<file path="src/rtl/riscy_pkg.sv">
// Shared definitions for the RAM arbiter.
//   arb_state_t : arbiter FSM states
//   PORT_CPU    : requester index of the CPU phase generator
//   PORT_DMA    : requester index of the DMA/loader engine
//   port_oh()   : one-hot port vector for a port index
package riscy_pkg;

  typedef enum logic [1:0] {IDLE, SETUP, ACCESS, DONE} arb_state_t;

  localparam int PORT_CPU = 0;
  localparam int PORT_DMA = 1;

  function automatic logic [1:0] port_oh(input logic p);
    logic [1:0] oh;
    oh           = '0;
    oh[PORT_CPU] = ~p;
    oh[PORT_DMA] = p;
    return oh;
  endfunction

endpackage

</file>
<file path="src/rtl/ram_arbiter_if.sv">
// Bus bundle between the two requesters, the arbiter and the RAM.
//   Requester side : REQ, WE, ADDRx, WDATAx, LOCK in; GNT, ACK, RDATAx out
//   RAM side       : RAM_CS_, RAM_OE, RAM_WE, RAM_ADDR, RAM_WDATA out;
//                    RAM_RDATA in
//   slave  modport : arbiter view
//   master modport : requesters + RAM view
interface ram_arbiter_if #(
  parameter int ADDR_W = 5,
  parameter int DATA_W = 8
);
  logic [1:0]        REQ;
  logic [1:0]        WE;
  logic [ADDR_W-1:0] ADDR0, ADDR1;
  logic [DATA_W-1:0] WDATA0, WDATA1;
  logic [1:0]        LOCK;
  logic [1:0]        GNT;
  logic [1:0]        ACK;
  logic [DATA_W-1:0] RDATA0, RDATA1;
  logic              RAM_CS_;
  logic              RAM_OE;
  logic              RAM_WE;
  logic [ADDR_W-1:0] RAM_ADDR;
  logic [DATA_W-1:0] RAM_WDATA;
  logic [DATA_W-1:0] RAM_RDATA;

  modport slave (
    input  REQ, WE, ADDR0, ADDR1, WDATA0, WDATA1, LOCK, RAM_RDATA,
    output GNT, ACK, RDATA0, RDATA1, RAM_CS_, RAM_OE, RAM_WE, RAM_ADDR, RAM_WDATA
  );

  modport master (
    output REQ, WE, ADDR0, ADDR1, WDATA0, WDATA1, LOCK, RAM_RDATA,
    input  GNT, ACK, RDATA0, RDATA1, RAM_CS_, RAM_OE, RAM_WE, RAM_ADDR, RAM_WDATA
  );
endinterface

</file>
<file path="src/rtl/ram_arb_rr_pick.sv">
// Combinational 2-way round-robin picker.
//   REQ       : candidate requests
//   LAST      : port granted most recently
//   LOCK_HOLD : force a regrant of LAST (caller guarantees REQ[LAST])
//   WIN       : chosen port
//   VALID     : a port was chosen
module ram_arb_rr_pick (
  input  logic [1:0] REQ,
  input  logic       LAST,
  input  logic       LOCK_HOLD,
  output logic       WIN,
  output logic       VALID
);

  always_comb begin
    VALID = |REQ;
    WIN   = REQ[1];
    if (LOCK_HOLD) begin
      WIN   = LAST;
      VALID = 1'b1;
    end else if (&REQ) begin
      WIN = ~LAST;
    end
  end

endmodule

</file>
<file path="src/rtl/ram_arbiter.sv">
// Shares a single-port RAM between the CPU (port 0) and DMA (port 1).
// Each transaction runs SETUP -> ACCESS -> DONE with registered RAM strobes;
// ACK pulses in DONE and read data lands in RDATAx at the end of ACCESS.
//   CLK, RST_ : clock, asynchronous active-low reset
//   bus       : ram_arbiter_if.slave (requester handshake + RAM pins)
// Optional build macro RAM_ARB_LOCK_EN: a locked, still-requesting winner is
// regranted from DONE without touching the round-robin pointer.
module ram_arbiter
  import riscy_pkg::*;
#(
  parameter int ADDR_W = 5,
  parameter int DATA_W = 8
) (
  input  logic          CLK,
  input  logic          RST_,
  ram_arbiter_if.slave  bus
);

  typedef struct packed {
    logic              we;
    logic [ADDR_W-1:0] addr;
    logic [DATA_W-1:0] wdata;
  } req_t;

  arb_state_t              state_q, state_d;
  logic [1:0]              gnt_q, gnt_d;
  logic [1:0]              ack_q, ack_d;
  logic                    last_q, last_d;
  logic                    win_q, win_d;
  req_t                    cap_q, cap_d;
  logic                    cs_n_q, cs_n_d;
  logic                    oe_q, oe_d;
  logic                    we_q, we_d;
  logic [ADDR_W-1:0]       addr_q, addr_d;
  logic [DATA_W-1:0]       wdata_q, wdata_d;
  logic [1:0][DATA_W-1:0]  rdata_q, rdata_d;

  req_t       req_in0, req_in1, sel;
  logic [1:0] pick_req;
  logic       pick_last, lock_hold, pick_win, pick_vld, launch;

  assign req_in0 = '{we: bus.WE[PORT_CPU], addr: bus.ADDR0, wdata: bus.WDATA0};
  assign req_in1 = '{we: bus.WE[PORT_DMA], addr: bus.ADDR1, wdata: bus.WDATA1};
  assign sel     = pick_win ? req_in1 : req_in0;

  // In DONE the port being acknowledged is masked out: its still-high REQ
  // only counts as a new request from the following cycle on.
  always_comb begin
    pick_last = last_q;
    pick_req  = bus.REQ;
    lock_hold = 1'b0;
    if (state_q == DONE) begin
      pick_last = win_q;
`ifdef RAM_ARB_LOCK_EN
      lock_hold = bus.LOCK[win_q] & bus.REQ[win_q];
`endif
      if (!lock_hold) pick_req = bus.REQ & ~port_oh(win_q);
    end
  end

`ifdef RAM_ARB_LOCK_EN
`else
  logic unused_lock;
  assign unused_lock = ^bus.LOCK;
`endif

  ram_arb_rr_pick u_pick (
    .REQ       (pick_req),
    .LAST      (pick_last),
    .LOCK_HOLD (lock_hold),
    .WIN       (pick_win),
    .VALID     (pick_vld)
  );

  // Strobe registers are loaded with the values the next state must show,
  // so every RAM pin is a flop output.
  always_comb begin
    state_d = state_q;
    gnt_d   = gnt_q;
    ack_d   = '0;
    last_d  = last_q;
    win_d   = win_q;
    cap_d   = cap_q;
    cs_n_d  = 1'b1;
    oe_d    = 1'b0;
    we_d    = 1'b0;
    addr_d  = addr_q;
    wdata_d = wdata_q;
    rdata_d = rdata_q;
    launch  = 1'b0;
    unique case (state_q)
      IDLE: launch = pick_vld;
      SETUP: begin
        state_d = ACCESS;
        cs_n_d  = 1'b0;
        oe_d    = ~cap_q.we;
        we_d    = cap_q.we;
        if (cap_q.we) wdata_d = cap_q.wdata;
      end
      ACCESS: begin
        state_d = DONE;
        ack_d   = port_oh(win_q);
        if (!cap_q.we) rdata_d[win_q] = bus.RAM_RDATA;
      end
      DONE: begin
        if (!lock_hold) last_d = win_q;
        state_d = IDLE;
        gnt_d   = '0;
        launch  = pick_vld;
      end
      default: state_d = IDLE;
    endcase
    if (launch) begin
      state_d = SETUP;
      win_d   = pick_win;
      cap_d   = sel;
      gnt_d   = port_oh(pick_win);
      cs_n_d  = 1'b0;
      addr_d  = sel.addr;
    end
  end

  always_ff @(posedge CLK or negedge RST_) begin
    if (!RST_) begin
      state_q <= IDLE;
      gnt_q   <= '0;
      ack_q   <= '0;
      last_q  <= 1'b1;  // port 0 wins the first tie
      win_q   <= 1'b0;
      cap_q   <= '0;
      cs_n_q  <= 1'b1;
      oe_q    <= 1'b0;
      we_q    <= 1'b0;
      addr_q  <= '0;
      wdata_q <= '0;
      rdata_q <= '0;
    end else begin
      state_q <= state_d;
      gnt_q   <= gnt_d;
      ack_q   <= ack_d;
      last_q  <= last_d;
      win_q   <= win_d;
      cap_q   <= cap_d;
      cs_n_q  <= cs_n_d;
      oe_q    <= oe_d;
      we_q    <= we_d;
      addr_q  <= addr_d;
      wdata_q <= wdata_d;
      rdata_q <= rdata_d;
    end
  end

  assign bus.GNT       = gnt_q;
  assign bus.ACK       = ack_q;
  assign bus.RDATA0    = rdata_q[PORT_CPU];
  assign bus.RDATA1    = rdata_q[PORT_DMA];
  assign bus.RAM_CS_   = cs_n_q;
  assign bus.RAM_OE    = oe_q;
  assign bus.RAM_WE    = we_q;
  assign bus.RAM_ADDR  = addr_q;
  assign bus.RAM_WDATA = wdata_q;

endmodule

</file>
<file path="src/flat_wrapper.sv">
// flat-port wrapper written by rule: the top's interface ports become plain ports
module ram_arbiter_flat import riscy_pkg::*;
#(
  parameter int ADDR_W = 5,
  parameter int DATA_W = 8
)
  (CLK, RST_, bus_REQ, bus_WE, bus_ADDR0, bus_ADDR1, bus_WDATA0, bus_WDATA1, bus_LOCK, bus_RAM_RDATA, bus_GNT, bus_ACK, bus_RDATA0, bus_RDATA1, bus_RAM_CS_, bus_RAM_OE, bus_RAM_WE, bus_RAM_ADDR, bus_RAM_WDATA);
  ram_arbiter_if #(.ADDR_W(ADDR_W), .DATA_W(DATA_W)) bus_i ();
  input  logic CLK;
  input  logic RST_;
  input wire logic [$bits(bus_i.REQ)-1:0] bus_REQ;
  input wire logic [$bits(bus_i.WE)-1:0] bus_WE;
  input wire logic [$bits(bus_i.ADDR0)-1:0] bus_ADDR0;
  input wire logic [$bits(bus_i.ADDR1)-1:0] bus_ADDR1;
  input wire logic [$bits(bus_i.WDATA0)-1:0] bus_WDATA0;
  input wire logic [$bits(bus_i.WDATA1)-1:0] bus_WDATA1;
  input wire logic [$bits(bus_i.LOCK)-1:0] bus_LOCK;
  input wire logic [$bits(bus_i.RAM_RDATA)-1:0] bus_RAM_RDATA;
  output wire logic [$bits(bus_i.GNT)-1:0] bus_GNT;
  output wire logic [$bits(bus_i.ACK)-1:0] bus_ACK;
  output wire logic [$bits(bus_i.RDATA0)-1:0] bus_RDATA0;
  output wire logic [$bits(bus_i.RDATA1)-1:0] bus_RDATA1;
  output wire logic [$bits(bus_i.RAM_CS_)-1:0] bus_RAM_CS_;
  output wire logic [$bits(bus_i.RAM_OE)-1:0] bus_RAM_OE;
  output wire logic [$bits(bus_i.RAM_WE)-1:0] bus_RAM_WE;
  output wire logic [$bits(bus_i.RAM_ADDR)-1:0] bus_RAM_ADDR;
  output wire logic [$bits(bus_i.RAM_WDATA)-1:0] bus_RAM_WDATA;
  assign bus_i.REQ = bus_REQ;
  assign bus_i.WE = bus_WE;
  assign bus_i.ADDR0 = bus_ADDR0;
  assign bus_i.ADDR1 = bus_ADDR1;
  assign bus_i.WDATA0 = bus_WDATA0;
  assign bus_i.WDATA1 = bus_WDATA1;
  assign bus_i.LOCK = bus_LOCK;
  assign bus_i.RAM_RDATA = bus_RAM_RDATA;
  assign bus_GNT = bus_i.GNT;
  assign bus_ACK = bus_i.ACK;
  assign bus_RDATA0 = bus_i.RDATA0;
  assign bus_RDATA1 = bus_i.RDATA1;
  assign bus_RAM_CS_ = bus_i.RAM_CS_;
  assign bus_RAM_OE = bus_i.RAM_OE;
  assign bus_RAM_WE = bus_i.RAM_WE;
  assign bus_RAM_ADDR = bus_i.RAM_ADDR;
  assign bus_RAM_WDATA = bus_i.RAM_WDATA;
  ram_arbiter #(.ADDR_W(ADDR_W), .DATA_W(DATA_W)) u_core (.CLK(CLK), .RST_(RST_), .bus(bus_i));
endmodule
</file>
<file path="config.mk">
export PLATFORM = sky130hd
export DESIGN_NAME = ram_arbiter_flat
export DESIGN_NICKNAME = d
export VERILOG_FILES = /design/src/rtl/riscy_pkg.sv /design/src/rtl/ram_arbiter_if.sv /design/src/rtl/ram_arb_rr_pick.sv /design/src/rtl/ram_arbiter.sv /design/src/flat_wrapper.sv
export SDC_FILE = /design/constraint.sdc
export NUM_CORES = 1
export LEC_CHECK = 0
export CORE_AREA = 3 3 61 91
export CTS_CLUSTER_DIAMETER = 30
export CTS_CLUSTER_SIZE = 8
export DETAILED_ROUTE_END_ITERATION = 10
export DIE_AREA = 0 0 64 94
export PLACE_DENSITY = 0.76
export SLEW_MARGIN = 20
export SYNTH_ARGS = -nofsm -noshare
export SYNTH_HDL_FRONTEND = slang
export SYNTH_SLANG_ARGS = --single-unit
</file>
<file path="constraint.sdc">
create_clock -name CLK -period 1.9 [get_ports CLK]
set_input_delay 0.38 -clock CLK [delete_from_list [all_inputs] [get_ports CLK]]
set_output_delay 0.38 -clock CLK [all_outputs]
set_load 0.005 [all_outputs]
</file>
==> After elaboration in Yosys (flattened, before gate mapping) <==
Cells that the tools add are included.
{ "word_totals": {"reg_bits": 49, "input_bits": 42, "word_cells": 51} }
{ "op_classes": {"order_cmp": 2, "eq_ne": 3, "muxes": 17, "n_bitwise": 6, "n_reduce_logical": 9} }
{ "ops": {"columns": ["operator", "count"], "rows": [
  ["bitwise mux 16 bit", 1],
  ["two-way mux 14 bit", 1],
  ["two-way mux 2 bit", 5],
  ["demux 8 bit (select 1 bit)", 1],
  ["two-way mux 8 bit", 1],
  ["two-way mux 1 bit", 7],
  ["case mux 2 bit (3 select lines)", 1],
  ["AND reduction 2 bit", 3],
  ["== test 2 bit, second input constant", 2],
  ["inverter 1 bit", 4],
  ["nonzero test 4 bit", 1],
  ["OR reduction 2 bit", 2],
  ["bitwise AND 2 bit", 1],
  ["== test 2 x 1 -> 1 bit, second input constant", 1],
  ["logical NOT 2 bit", 1],
  ["< comparator 1 x 2 -> 1 bit, second input constant", 1],
  ["inverter 2 bit", 1],
  ["nonzero test 2 bit", 1],
  [">= comparator 1 bit, second input constant", 1],
  ["logical AND 1 bit", 1]
]} }

==> Depth between registers and ports, before layout <==
Gate-level depths: netlist of run 1.
{ "logic_depth": {"word_depth": 8, "ltp_mapped": 7, "ltp_nobuf": 6} }

==> Cells and area by module <==
Synthesis of run 1 repeated with hierarchy kept, for this count alone.
{ "hier_totals": {"cells_unflattened": 158, "hier_area_um2": 2069.5} }
{ "modules_own_cells": {"columns": ["mod", "instances", "cells_per_inst", "area_per_inst_um2", "seq_area_each_um2"], "rows": [
  ["ram_arbiter", 1, 154, 2044.5, 1228.7],
  ["ram_arb_rr_pick", 1, 4, 25.0, 0.0]
]} }

==> Worst setup path after synthesis of run 1 <==
OpenSTA, ideal clock, no wires.
{ "synth_timing": {"kind": "reg-to-reg", "start": "reg u_core.state_q[1]", "end": "reg u_core.addr_q[3], in the netlist u_core.bus.RAM_ADDR[3]", "setup_time_ps": 66, "t_arrival_ps": 1524, "setup_slack_ps": 310, "path_stages_with_launch": 7, "n_path_buf": 1, "synth_period_minus_slack_ps": 1590, "path_cell_list": "dfrtp_1 -> ha_1 -> nand2_1 -> nand3_1 -> a31oi_2 -> buf_2 -> a221o_1"} }
{ "synth_between": {"elab_chain_len": 5, "word_cells_on_any_way": 11, "classes_between": "eq/ne (1); mux (5); bitwise (1); reduce/logical (4)"} }
{ "synth_lines": {"columns": ["item", "line", "text"], "rows": [
  ["from (decl)", "ram_arbiter.sv:25", "arb_state_t state_q, state_d;"],
  ["from (signal assigned)", "ram_arbiter.sv:138", "state_q <= state_d;"],
  ["== test 2 bit", "ram_arbiter.sv:52, ram_arbiter.sv:91", null],
  ["two-way mux 2 bit or two-way mux 1 bit (tied branches)", "ram_arbiter.sv:52", "if (state_q == DONE) begin"],
  ["AND reduction 2 bit or inverter 1 bit (tied branches)", "ram_arb_rr_pick.sv:21, ram_arb_rr_pick.sv:22", null],
  ["two-way mux 1 bit", "ram_arb_rr_pick.sv:21", "end else if (&REQ) begin"],
  ["two-way mux 14 bit", "ram_arbiter.sv:44", "assign sel = pick_win ? req_in1 : req_in0;"],
  ["to (signal assigned)", "ram_arbiter.sv:147", "addr_q <= addr_d;"],
  ["to (decl)", "ram_arbiter.sv:34", "logic [ADDR_W-1:0] addr_q, addr_d;"]
]} }
Several ways; a longest one is shown, not always the timed one.
A chain may end at the register's enable or synchronous reset.

==> Worst setup path after layout of run 1 <==
{ "layout_timing": {"start": "reg u_core.state_q[1]", "end": "reg u_core.addr_q[4], in the netlist u_core.bus.RAM_ADDR[4]"} }
Same word-level chain as after synthesis.

==> impl_metrics.json, run 1 <==
{
  "status": "finished, final reports clean",
  "syn_area_mm2": 0.00203,
  "dpl_worst_slack_ns": 0.0351,
  "ys_warn_count": 0,
  "synth_top_family_by_area": "multiplexers",
  "die-area_mm2": 0.00602,
  "synthArstFlopShare_pct": 100,
  "synth_seq_cells": 49,
  "clk_pin_slew_worst_paths_ns": 0.09,
  "muxShareOfSynthArea_pct": 13.3,
  "antenna_found_initial": 0,
  "tightest_slew_ns": 0.429,
  "viasPerCell": 4.91,
  "critPathKind": "reg -> reg",
  "synth_adder_area_share_pct": 3.08,
  "cts_tree": "built",
  "cp-start-kind": "flop",
  "die_x_um": 64,
  "ant_nets": 0,
  "syn_nets": 189,
  "min-delay-path-class": "reg -> reg",
  "synth_ff_type": "dfrtp_1",
  "grt_pass1_vias": 1456,
  "ff2ff_path_depth": 5,
  "timing.final.crit_share_pct": 91.8,
  "peakVddDrop_v": 0.000942,
  "yosysMostFrequentCell": "dfrtp_1",
  "io_buffers": 75,
  "syn_inst": 142,
  "htree_levels": 2,
  "dp_hpwl_um": 3250,
  "fin_nets": 272,
  "synth.distinct_cells": 26,
  "fmax_ghz": 0.573,
  "grt_pass1_wl_um": 6790,
  "vias": 1434,
  "drc": 0,
  "n_antenna_cell": 0,
  "ff_latch_area_mm2": 0.00123,
  "grt_util_met2_pct": 26.1,
  "synth_seq_area_share_pct": 60.6,
  "routed_wl_um": 4310,
  "synth-simple-area-share_pct": 7.90,
  "end_kind": "flop",
  "postPlaceCellArea_mm2": 0.00289,
  "leakagePower_nw": 1.29,
  "clock-sinks": 49,
  "grt_use_total_pct": 14.6,
  "powerDensity_mw_per_mm2": 1610,
  "multi_input_area_um2": 732,
  "worst_slack_ns": 0.156,
  "slew_headroom_pct": 71.4,
  "drv_cap": 0,
  "first_iter_violations": 45,
  "clock_tree.root_cell": "clkbuf_8",
  "gr-total-overflow": 0,
  "grt.busiest_layer": "met2",
  "avgRoutedWirePerCell_um": 14.7,
  "grt_use_met1_pct": 16.4,
  "synthTopCellsByCount": "47 x dfrtp_1, 22 x mux2_2, 15 x and2_1",
  "rsz0062_at_grt": "no",
  "core_area_mm2": 0.00485,
  "die_h_um": 94,
  "grt_start_max_net_pins": 40,
  "ioPinCount": 78,
  "num_rows": 31,
  "hold_depth": 1,
  "fin_crit_ns": 1.74,
  "stdcell_area_mm2": 0.00299,
  "clockBufferDepth": 2,
  "final_util_pct": 61.8,
  "drive_gt1_share_pct": 20.4,
  "synth-edff-count": 0,
  "hold_ws_ns": 0.493,
  "synth_area_leader_cell": "dfrtp_1",
  "synth-compound-area-share_pct": 11.8,
  "finalSetupViolCount": 0,
  "cts_buffers": 5,
  "synth_top_area_share_pct": 58.0,
  "path_max_fanout": 20,
  "synth.avg_cell_area_um2": 14.3,
  "synth_xor_area_share_pct": 0,
  "initial_utilization_pct": 41.8,
  "grt_use_met3_pct": 3.35,
  "hold_viol_final": 0,
  "fill_cells": 403,
  "syn2layout_area_growth_pct": 47.6,
  "dr.pass1.iters": 3,
  "fin_skew_ns": 0.00596,
  "fin_setup_tns_ns": 0,
  "finalMaxSlewViolations": 0,
  "synth_area_leaders": "dfrtp_1 58%, mux2_2 12%, a221o_1 6.9%",
  "crit_required_ns": 2.09,
  "clock_latency_ns": 0.30,
  "globalplace.congestion": 0.758,
  "cts_resized": 0,
  "arrival_ns": 1.93
}
## per-layer routing
layer  routed length, um  up-vias
met4                  78        0
met5                   0        -
met1                1700      711
met3                 228        5
li1                    -      677
met2                2300       41
## sequential cells by signal, summed over array words and instances (netlist names)
name and count:
u_core.cap_q 9, u_core.bus.RAM_CS_ 1, u_core.win_q 1, u_core.bus.GNT 2, u_core.state_q 2, u_core.bus.ACK 2, u_core.bus.RDATA0 8, u_core.bus.RAM_WDATA 8
u_core.bus.RAM_OE 1, u_core.last_q 1, u_core.bus.RAM_WE 1, u_core.bus.RDATA1 8, u_core.bus.RAM_ADDR 5
## repair_timing
action | 4_1_cts | 5_1_grt
hold endpoints to repair | 10 | 0
setup buffers | 0 | 0
endpoints found under the setup margin | 0 | 0
hold buffers | 1 | 0
## final timing paths
| path | start | endpoint | slack, ns |
|---|---|---|---|
| max in group asynchronous | RST_ | u_core.last_q | 0.87 |
| max reg2reg | u_core.state_q[1] | u_core.bus.RAM_ADDR[4] | 0.16 |
| min | u_core.bus.RDATA1[2] | u_core.bus.RDATA1[2] | 0.49 |
| max | u_core.state_q[1] | u_core.bus.RAM_ADDR[4] | 0.16 |
| min reg2reg | u_core.bus.RDATA1[2] | u_core.bus.RDATA1[2] | 0.49 |
| min in group asynchronous | RST_ | u_core.bus.RDATA0[0] | 0.50 |
## power by group
part	leakage, nW	internal, mW	switching [mW]
Sequential	0.594	1.58	0.278
Clock	0.0445	0.261	0.343
Combinational	0.656	1.51	0.848
Total	1.29	3.36	1.47
## logic make-up (layout without fill, tap and decap cells)
| kind of cell | after synthesis | after routing |
|---|---|---|
| AO/OA/AOI/OAI | 24 | 24 |
| adder cells (fa/ha/maj) | 5 | 5 |
| buffers and inverters | 12 | 96 |
| flip-flops | 49 | 49 |
| multiplexers | 24 | 24 |
| AND/OR/NAND/NOR | 28 | 28 |
## layout by cell type (no fill, tap or decap), types with 2 or more instances in the layout
cell,Yosys,layout
buf_12,0,3
a31o_2,2,2
clkbuf_8,0,5
nand2_1,5,5
nor2b_1,4,4
inv_1,6,6
a221o_1,14,14
dfstp_2,2,2
buf_4,1,3
mux2_2,22,22
ha_1,5,5
clkdlybuf4s50_1,0,74
and2_1,15,15
mux2_1,2,2
dfrtp_1,47,47
## worst max-delay path, stage by stage, from the launching register on
cell and delay (ns):
dfrtp_1 0.45, ha_1 0.29, a21boi_1 0.21, o221ai_2 0.15, buf_12 0.17, a221o_1 0.35
## layout make-up
| class | count | area share [%] |
|---|---|---|
| multi-input combinational | 81 | 24.4 |
| tap | 66 | 2.76 |
| clock buffer | 5 | 2.30 |
| inverter | 6 | 0.752 |
| sequential | 49 | 41.0 |
| clock inverter | 3 | 0.710 |
| timing repair buffer | 82 | 28.0 |
## through the flow
stage	total power [mW]	std cells
after floorplan	3.10	142
after global placement	4.22	283
after detailed placement	4.30	283
after CTS	4.91	292
after global routing	5.15	292
final	4.82	292
Power figures use the tool's default switching activity.
==> run 2, diff against run 1 <==
--- a/config.mk
+++ b/config.mk
@@ -11,7 +11,7 @@
 export DETAILED_ROUTE_END_ITERATION = 10
 export DIE_AREA = 0 0 64 94
 export PLACE_DENSITY = 0.76
-export SLEW_MARGIN = 20
+export SLEW_MARGIN = 10
 export SYNTH_ARGS = -nofsm -noshare
 export SYNTH_HDL_FRONTEND = slang
 export SYNTH_SLANG_ARGS = --single-unit
==> results of run 2 <==
The final DEF is identical to that of run 1; final timing and power are the same.
